==> src/rtl/bus_turnaround_ctrl_if.sv <==
// bus_turnaround_ctrl_if: line samples, transmitter handshake and status between controller and transmitter
interface bus_turnaround_ctrl_if;
  logic d_plus_in;
  logic d_minus_in;
  logic tx_req;
  logic expect_resp;
  logic tx_done;
  logic tx_grant;
  logic rx_enable;
  logic timeout_err;
  logic [2:0] state_dbg;
  modport slave (
    input d_plus_in, d_minus_in, tx_req, expect_resp, tx_done,
    output tx_grant, rx_enable, timeout_err, state_dbg
  );
  modport master (
    output d_plus_in, d_minus_in, tx_req, expect_resp, tx_done,
    input tx_grant, rx_enable, timeout_err, state_dbg
  );
endinterface

==> src/rtl/bus_turnaround_ctrl.sv <==
// bus_turnaround_ctrl: half-duplex D+/D- ownership arbiter with idle turnaround gaps and response timeout
module bus_turnaround_ctrl #(
  parameter int TURN_CYCLES = 4,
  parameter int RESP_TIMEOUT = 16,
  parameter int EOP_MIN = 2
) (
  input logic clk,
  input logic n_rst,
  bus_turnaround_ctrl_if.slave bus
);
  localparam int MAXC = TURN_CYCLES > RESP_TIMEOUT ? TURN_CYCLES : RESP_TIMEOUT;
  localparam int CW = $clog2(MAXC + 1);
  localparam int EW = $clog2(EOP_MIN + 1);
  typedef enum logic [2:0] {
    IDLE = 3'd0,
    RX_ACTIVE = 3'd1,
    TURN_TX = 3'd2,
    TX_ACTIVE = 3'd3,
    TURN_RX = 3'd4,
    RESP_WAIT = 3'd5
  } state_t;
  state_t state, state_n;
  logic [1:0] sp_q, sm_q;
  logic [CW-1:0] cnt, cnt_n;
  logic [EW-1:0] se0_cnt, se0_cnt_n;
  logic exp_q, exp_n, err_n, timeout_q;
  logic line_j, line_se0;
  assign line_j = sp_q[1] & ~sm_q[1];
  assign line_se0 = ~sp_q[1] & ~sm_q[1];
  assign bus.tx_grant = state == TX_ACTIVE;
  assign bus.rx_enable = state == IDLE || state == RX_ACTIVE || state == RESP_WAIT;
  assign bus.timeout_err = timeout_q;
  assign bus.state_dbg = state;
  // Synchronizers (reset to J so a reset never looks like activity), state, counters and error pulse
  always_ff @(posedge clk or negedge n_rst) begin
    if (!n_rst) begin
      sp_q <= 2'b11;
      sm_q <= 2'b00;
      state <= IDLE;
      cnt <= '0;
      se0_cnt <= '0;
      exp_q <= 1'b0;
      timeout_q <= 1'b0;
    end else begin
      sp_q <= {sp_q[0], bus.d_plus_in};
      sm_q <= {sm_q[0], bus.d_minus_in};
      state <= state_n;
      cnt <= cnt_n;
      se0_cnt <= se0_cnt_n;
      exp_q <= exp_n;
      timeout_q <= err_n;
    end
  end
  // Next-state logic; line activity beats requests and timeouts, the SE0 run only lives in RX_ACTIVE
  always_comb begin
    state_n = state;
    cnt_n = cnt;
    se0_cnt_n = '0;
    exp_n = exp_q;
    err_n = 1'b0;
    case (state)
      IDLE: begin
        if (!line_j) state_n = RX_ACTIVE;
        else if (bus.tx_req) begin
          state_n = TURN_TX;
          cnt_n = '0;
          exp_n = bus.expect_resp;
        end
      end
      RX_ACTIVE: begin
        se0_cnt_n = !line_se0 ? '0 : se0_cnt == EW'(EOP_MIN) ? se0_cnt : se0_cnt + 1'b1;
        if (line_j && se0_cnt >= EW'(EOP_MIN)) state_n = IDLE;
      end
      TURN_TX: begin
        if (!line_j) state_n = RX_ACTIVE;
        else if (!bus.tx_req) state_n = IDLE;
        else begin
          cnt_n = cnt + 1'b1;
          if (cnt_n == CW'(TURN_CYCLES)) state_n = TX_ACTIVE;
        end
      end
      TX_ACTIVE: begin
        if (bus.tx_done) begin
          state_n = TURN_RX;
          cnt_n = '0;
        end
      end
      TURN_RX: begin
        cnt_n = cnt + 1'b1;
        if (cnt_n == CW'(TURN_CYCLES)) begin
          state_n = exp_q ? RESP_WAIT : IDLE;
          cnt_n = '0;
        end
      end
      RESP_WAIT: begin
        if (!line_j) state_n = RX_ACTIVE;
        else begin
          cnt_n = cnt + 1'b1;
          if (cnt_n == CW'(RESP_TIMEOUT)) begin
            state_n = IDLE;
            err_n = 1'b1;
          end
        end
      end
      default: state_n = IDLE;
    endcase
  end
endmodule

==> src/flat_wrapper.sv <==
// flat-port wrapper written by rule: the top's interface ports become plain ports
module bus_turnaround_ctrl_flat 
#(
  parameter int TURN_CYCLES = 4,
  parameter int RESP_TIMEOUT = 16,
  parameter int EOP_MIN = 2
)
  (clk, n_rst, bus_d_plus_in, bus_d_minus_in, bus_tx_req, bus_expect_resp, bus_tx_done, bus_tx_grant, bus_rx_enable, bus_timeout_err, bus_state_dbg);
  bus_turnaround_ctrl_if bus_i ();
  input logic clk;
  input logic n_rst;
  input wire logic [$bits(bus_i.d_plus_in)-1:0] bus_d_plus_in;
  input wire logic [$bits(bus_i.d_minus_in)-1:0] bus_d_minus_in;
  input wire logic [$bits(bus_i.tx_req)-1:0] bus_tx_req;
  input wire logic [$bits(bus_i.expect_resp)-1:0] bus_expect_resp;
  input wire logic [$bits(bus_i.tx_done)-1:0] bus_tx_done;
  output wire logic [$bits(bus_i.tx_grant)-1:0] bus_tx_grant;
  output wire logic [$bits(bus_i.rx_enable)-1:0] bus_rx_enable;
  output wire logic [$bits(bus_i.timeout_err)-1:0] bus_timeout_err;
  output wire logic [$bits(bus_i.state_dbg)-1:0] bus_state_dbg;
  assign bus_i.d_plus_in = bus_d_plus_in;
  assign bus_i.d_minus_in = bus_d_minus_in;
  assign bus_i.tx_req = bus_tx_req;
  assign bus_i.expect_resp = bus_expect_resp;
  assign bus_i.tx_done = bus_tx_done;
  assign bus_tx_grant = bus_i.tx_grant;
  assign bus_rx_enable = bus_i.rx_enable;
  assign bus_timeout_err = bus_i.timeout_err;
  assign bus_state_dbg = bus_i.state_dbg;
  bus_turnaround_ctrl #(.TURN_CYCLES(TURN_CYCLES), .RESP_TIMEOUT(RESP_TIMEOUT), .EOP_MIN(EOP_MIN)) u_core (.clk(clk), .n_rst(n_rst), .bus(bus_i));
endmodule
==> config.mk <==
export PLATFORM = sky130hd
export DESIGN_NAME = bus_turnaround_ctrl_flat
export DESIGN_NICKNAME = d
export VERILOG_FILES = /design/src/rtl/bus_turnaround_ctrl_if.sv /design/src/rtl/bus_turnaround_ctrl.sv /design/src/flat_wrapper.sv
export SDC_FILE = /design/constraint.sdc
export NUM_CORES = 1
export LEC_CHECK = 0
export ABC_CLOCK_PERIOD_IN_PS = 2400
export BUFFER_PORTS_ARGS = -buffer_cell sky130_fd_sc_hd__buf_2
export CAP_MARGIN = 0
export CORE_MARGIN = 4
export CORE_UTILIZATION = 45
export CTS_CLUSTER_DIAMETER = 60
export DETAILED_ROUTE_END_ITERATION = 12
export PLACE_DENSITY_LB_ADDON = 0.12
export SLEW_MARGIN = 20
export SYNTH_ARGS = -nofsm -noshare
export SYNTH_HDL_FRONTEND = slang
export SYNTH_SLANG_ARGS = --single-unit
==> constraint.sdc <==
create_clock -name clk -period 2.4 [get_ports clk]
set_input_delay 0.72 -clock clk [delete_from_list [all_inputs] [get_ports clk]]
set_output_delay 0.72 -clock clk [all_outputs]
set_load 0.1 [all_outputs]
# Word level (Yosys, flattened, before mapping)
# Index checks and enable logic that the tools add are counted.
dict set report word_totals {
  elab_cells 68
  latchBits 0
  romBits 0
  regBits 16
  memories 0
  ram_bits 0
  inputBits 7
}
dict set report classes {
  shift 0
  n_mux 26
  multipliers 0
  bitwise 4
  magnitude_cmp 1
  div_mod_pow 0
  eq_ne 20
  add_sub_neg 2
  n_reduce_logical 8
}
# operator count
set ops {}
lappend ops {{$mux 5} 7}
lappend ops {{$mux 3} 11}
lappend ops {{$pmux 5 s5} 1}
lappend ops {{$pmux 3 s6} 1}
lappend ops {{$ne 3x3->1 const B} 3}
lappend ops {{$ne 2x1->1 const B} 4}
lappend ops {{$ne 2x2->1 const B} 4}
lappend ops {{$reduce_and 7->1} 1}
lappend ops {{$eq 3x2->1 const B} 2}
lappend ops {{$eq 3x3->1 const B} 2}
lappend ops {{$mux 2} 3}
lappend ops {{$reduce_and 6->1} 1}
lappend ops {{$add 5x1->5 const B} 1}
lappend ops {{$eq 5x3->1 const B} 1}
lappend ops {{$eq 5x5->1 const B} 1}
lappend ops {{$reduce_bool 5->1} 1}
lappend ops {{$ne 4x4->1 const B} 1}
lappend ops {{$eq 3x1->1 const B} 1}
lappend ops {{$logic_not 3->1} 1}
lappend ops {{$mux 1} 3}
lappend ops {{$reduce_and 3->1} 1}
lappend ops {{$add 2x1->2 const B} 1}
lappend ops {{$and 1x1->1} 2}
lappend ops {{$eq 2x2->1 const B} 1}
lappend ops {{other kinds (4)} 6}

# Longest topological paths before layout
dict set report depth {
  ltp_word 6
  ltp_mapped 7
  depth_no_buf 7
}

# Worst setup path before layout
# OpenSTA, ideal clock, no wires.
dict set report synth_path {
  kind {flip-flop to output port}
  startpoint {reg u_core.state[0], in the netlist u_core.bus.state_dbg[0]}
  endpoint {out bus_rx_enable}
  setup_slack_ps -968
  t_arrival_ps 2648
  stages_incl_launch_ff 3
  n_path_buf 0
  cell_sequence {dfrtp_1 -> inv_1 -> a21oi_1}
}
dict set report synth_via {
  elab_chain_cells 3
  word_cells_on_any_way 5
  classes_between {eq/ne: 2; reduce/logical: 3}
}
# element line
set synth_lines {}
lappend synth_lines {{start: declaration} bus_turnaround_ctrl.sv:22} ;# state_t state, state_n;
lappend synth_lines {{start signal: assignment} bus_turnaround_ctrl.sv:47} ;# state <= state_n;
lappend synth_lines {{$eq 3x1->1 / $logic_not 3->1 (equally long branches)} bus_turnaround_ctrl.sv:31} ;# assign bus.rx_enable = state == IDLE || state == RX_ACTIVE || state == RESP_WAIT;
lappend synth_lines {{$logic_or 1x1->1} bus_turnaround_ctrl.sv:31}
lappend synth_lines {{$logic_or 1x1->1 (*)} bus_turnaround_ctrl.sv:31}
lappend synth_lines {{end: declaration} flat_wrapper.sv:18} ;# output wire logic [$bits(bus_i.rx_enable)-1:0] bus_rx_enable;
# Mark *: on every way between the ends. The rest lies on a longest branch, timed or not.

# Worst setup path after layout
dict set report layout_path {
  startpoint {reg u_core.state[2], in the netlist u_core.bus.state_dbg[2]}
  endpoint {out bus_tx_grant}
}
dict set report layout_via {
  elab_chain_cells 1
}
# element line
set layout_lines {}
lappend layout_lines {{$eq 3x2->1} bus_turnaround_ctrl.sv:30} ;# assign bus.tx_grant = state == TX_ACTIVE;
lappend layout_lines {{end: declaration} flat_wrapper.sv:17} ;# output wire logic [$bits(bus_i.tx_grant)-1:0] bus_tx_grant;
# Every way passes these cells.

==> results.ini <==
[layout]
area_growth_syn_to_layout_pct = 15.2
nets = 114
final_layout_size_suffix_gt1_frac = 0.240
stdcell_count = 129
diodes = 0

[grt]
grt_start_max_net_pins = 17
grt.total_usage = 0.143
grt_pass1_wl_um = 2840
antenna_found_initial = 0
grt_pass1_vias = 662
grt-ovfl-total = 0

[sta]
report.final.slew_viol_count = 0
finalCritPeriodShare = 0.935
finalCriticalPeriod_ps = 2240
fin_ws_ps = 156
fin_tns_setup_ps = 0
final-hold-violation-count = 0
worst_pin_slew_ps = 487
fin_skew_ps = 4.20
rsz0062_at_grt = false
max_freq_mhz = 446
slew_headroom = 0.677
finalSetupViolations = 0

[clocking]
path_clk_slew_ps = 90
cts_root_buf = clkbuf_4
cts_max_level = 1
postCtsSetupBuffers = 0
insertion_delay_ps = 280
tritoncts = done
cts_buffer_depth = 2
cts_made_buffers = 3
ctsResizeCount = 0
cts_sinks = 16
cts-hold-fix-buffers = 0

[floorplanning]
fp.dieH_um = 51.6
core_area_um2 = 1760
dieArea_um2 = 2670
ios = 13
chipWidth_um = 51.6
start_util = 0.486
core.rowCount = 15

[worst_setup_path]
cp_max_fo = 7
rr_worst_depth = 5
max_stage_delay_ps = 480
critical_path.endpoint_type = output port
reg2reg_slack_ps = 470
cpMaxStageDelayCell = dfrtp_1
start_kind = flip-flop
crit_chain = nor2b_1, and2_2, clkbuf_4
crit_type = flip-flop to output port
critical_path.top_delay_family = flip-flops
r2r_end = u_core.bus.state_dbg[1]
r2r-start = u_core.cnt[0]
critPathBufInv = 1
worstPathArrival_ps = 1520
crit_required_ps = 1680

[synth]
synth_fp_nets = 99
yosysSeqAreaShare = 0.470
synth_edf_count = 0
synthesis.area_um2 = 857
syn_inst = 90
ys_ff_latch = 16
synthTopCellsByArea = dfrtp_1 (41%), dfstp_2 (6.1%), a21oi_1 (4.1%)
synth-main-ff-cell = dfrtp_1
syn_area_per_cell_um2 = 9.52
netlist.area_leader.share = 0.409
yosysWarnings = 0
synth_area_leader_cell = dfrtp_1
yosysUniqueCellTypes = 34
synth.most_common_cell = dfrtp_1
async_reset_ff_frac = 1.00
synth_commonest_cells = dfrtp_1 (14), nand2_1 (8), a21oi_1 (7)

[power_and_ir_drop]
p_leak_nw = 0.439
peakVddDrop_mv = 0.705
power_density_nw_per_um2 = 1300

[placed_design]
dp_slack_ps = 362
place.gp.congestion = 0.844
hpwl_um = 1230
port_buffers = 12
place_inst = 125

[detailed_routing]
vias = 703
vias_per_cell = 5.45
first_iter_violations = 16
drc = 0
wl_um = 1640
ant_nets = 0
wl_per_cell_um = 12.7
first_pass_iters = 4

[outcome]
outcome = finished clean

[min_path]
min_path_type = input pin to async pin

[flow_run]
cap_violations = 0

==> worst max-delay path by stage <==
stage               depth (start not counted)                    start  slack [ps]           end
floorplan                                   2  u_core.bus.state_dbg[2]          80  bus_tx_grant
global placement                            3  u_core.bus.state_dbg[2]         460  bus_tx_grant
detailed placement                          3  u_core.bus.state_dbg[2]         360  bus_tx_grant
CTS                                         3  u_core.bus.state_dbg[2]          40  bus_tx_grant
global route                                3  u_core.bus.state_dbg[2]          50  bus_tx_grant
finish                                      3  u_core.bus.state_dbg[2]         160  bus_tx_grant
==> state kept, by name, indices dropped and copies added (netlist names) <==
register                cells
u_core.cnt                  5
u_core.bus.state_dbg        3
u_core.se0_cnt              2
u_core.sm_q                 2
u_core.sp_q                 2
u_core.bus.timeout_err      1
u_core.exp_q                1
==> where the power goes <==
| part | switching, mW | internal (mW) |
|---|---|---|
| sequential | 0.0969 | 0.330 |
| clock | 0.0814 | 0.0923 |
| combinational | 0.488 | 0.192 |
==> per-stage QoR <==
step,power (mW),utilization,cell area [um^2],hold slack [ps]
floorplan,0.988,-,872,331
global placement,1.10,0.538,948,334
detailed placement,1.11,0.538,948,336
CTS,1.29,0.558,985,327
global route,1.37,0.560,987,332
finish,1.28,0.560,987,333
==> final cells by class <==
class                   instances  area (um^2)
repair buffers                 12         62.6
fillers                       176          777
well taps                      25         31.3
clock buffers                   4         36.3
flip-flops and latches         16          405
multi-input cells              68          437
inverters                       4         15.0
==> kinds of logic (layout without fill, tap and decap cells) <==
| family | after synthesis | after routing | share of synthesized area |
|---|---|---|---|
| compound gates | 25 | 25 | 0.194 |
| flops | 16 | 16 | 0.470 |
| mux | 2 | 2 | 0.0263 |
| simple gates | 36 | 36 | 0.215 |
| xor+xnor | 3 | 3 | 0.0307 |
| fa+ha+maj | 2 | 2 | 0.0292 |
| buf+inv | 6 | 20 | 0.0350 |
==> cell usage in the layout, fill, tap and decap left out, types with 2 or more instances in the layout <==
| cell | instances |
|---|---|
| nand2b_1 | 3 |
| a21oi_1 | 6 |
| nand2_1 | 8 |
| ha_1 | 2 |
| dfrtp_2 | 2 |
| clkbuf_4 | 4 |
| inv_1 | 4 |
| xor2_1 | 3 |
| dfstp_2 | 2 |
| buf_2 | 11 |
| dfrtp_1 | 12 |
| nand3_1 | 5 |
| nor2b_1 | 5 |
| o21ai_0 | 6 |
| nor3_1 | 3 |
| or3_1 | 2 |
| nor2_1 | 6 |
==> worst register-to-register path, delay by kind of cell, from the launching register on <==
| family | cells | cell delay [ps] |
|---|---|---|
| mux | 1 | 350 |
| fa+ha+maj | 1 | 260 |
| buf+inv | 1 | 80 |
| flops | 1 | 430 |
| compound gates | 2 | 700 |
==> layer usage <==
layer | share of wire | vias to the layer above | global-route usage
li1 | - | 347 | -
met1 | 0.52 | 334 | 0.187
met2 | 0.40 | 18 | 0.229
met3 | 0.063 | 4 | 0.0344
met4 | 0.016 | 0 | 0.0524
met5 | 0 | - | 0
Power figures use the tool's default switching activity.
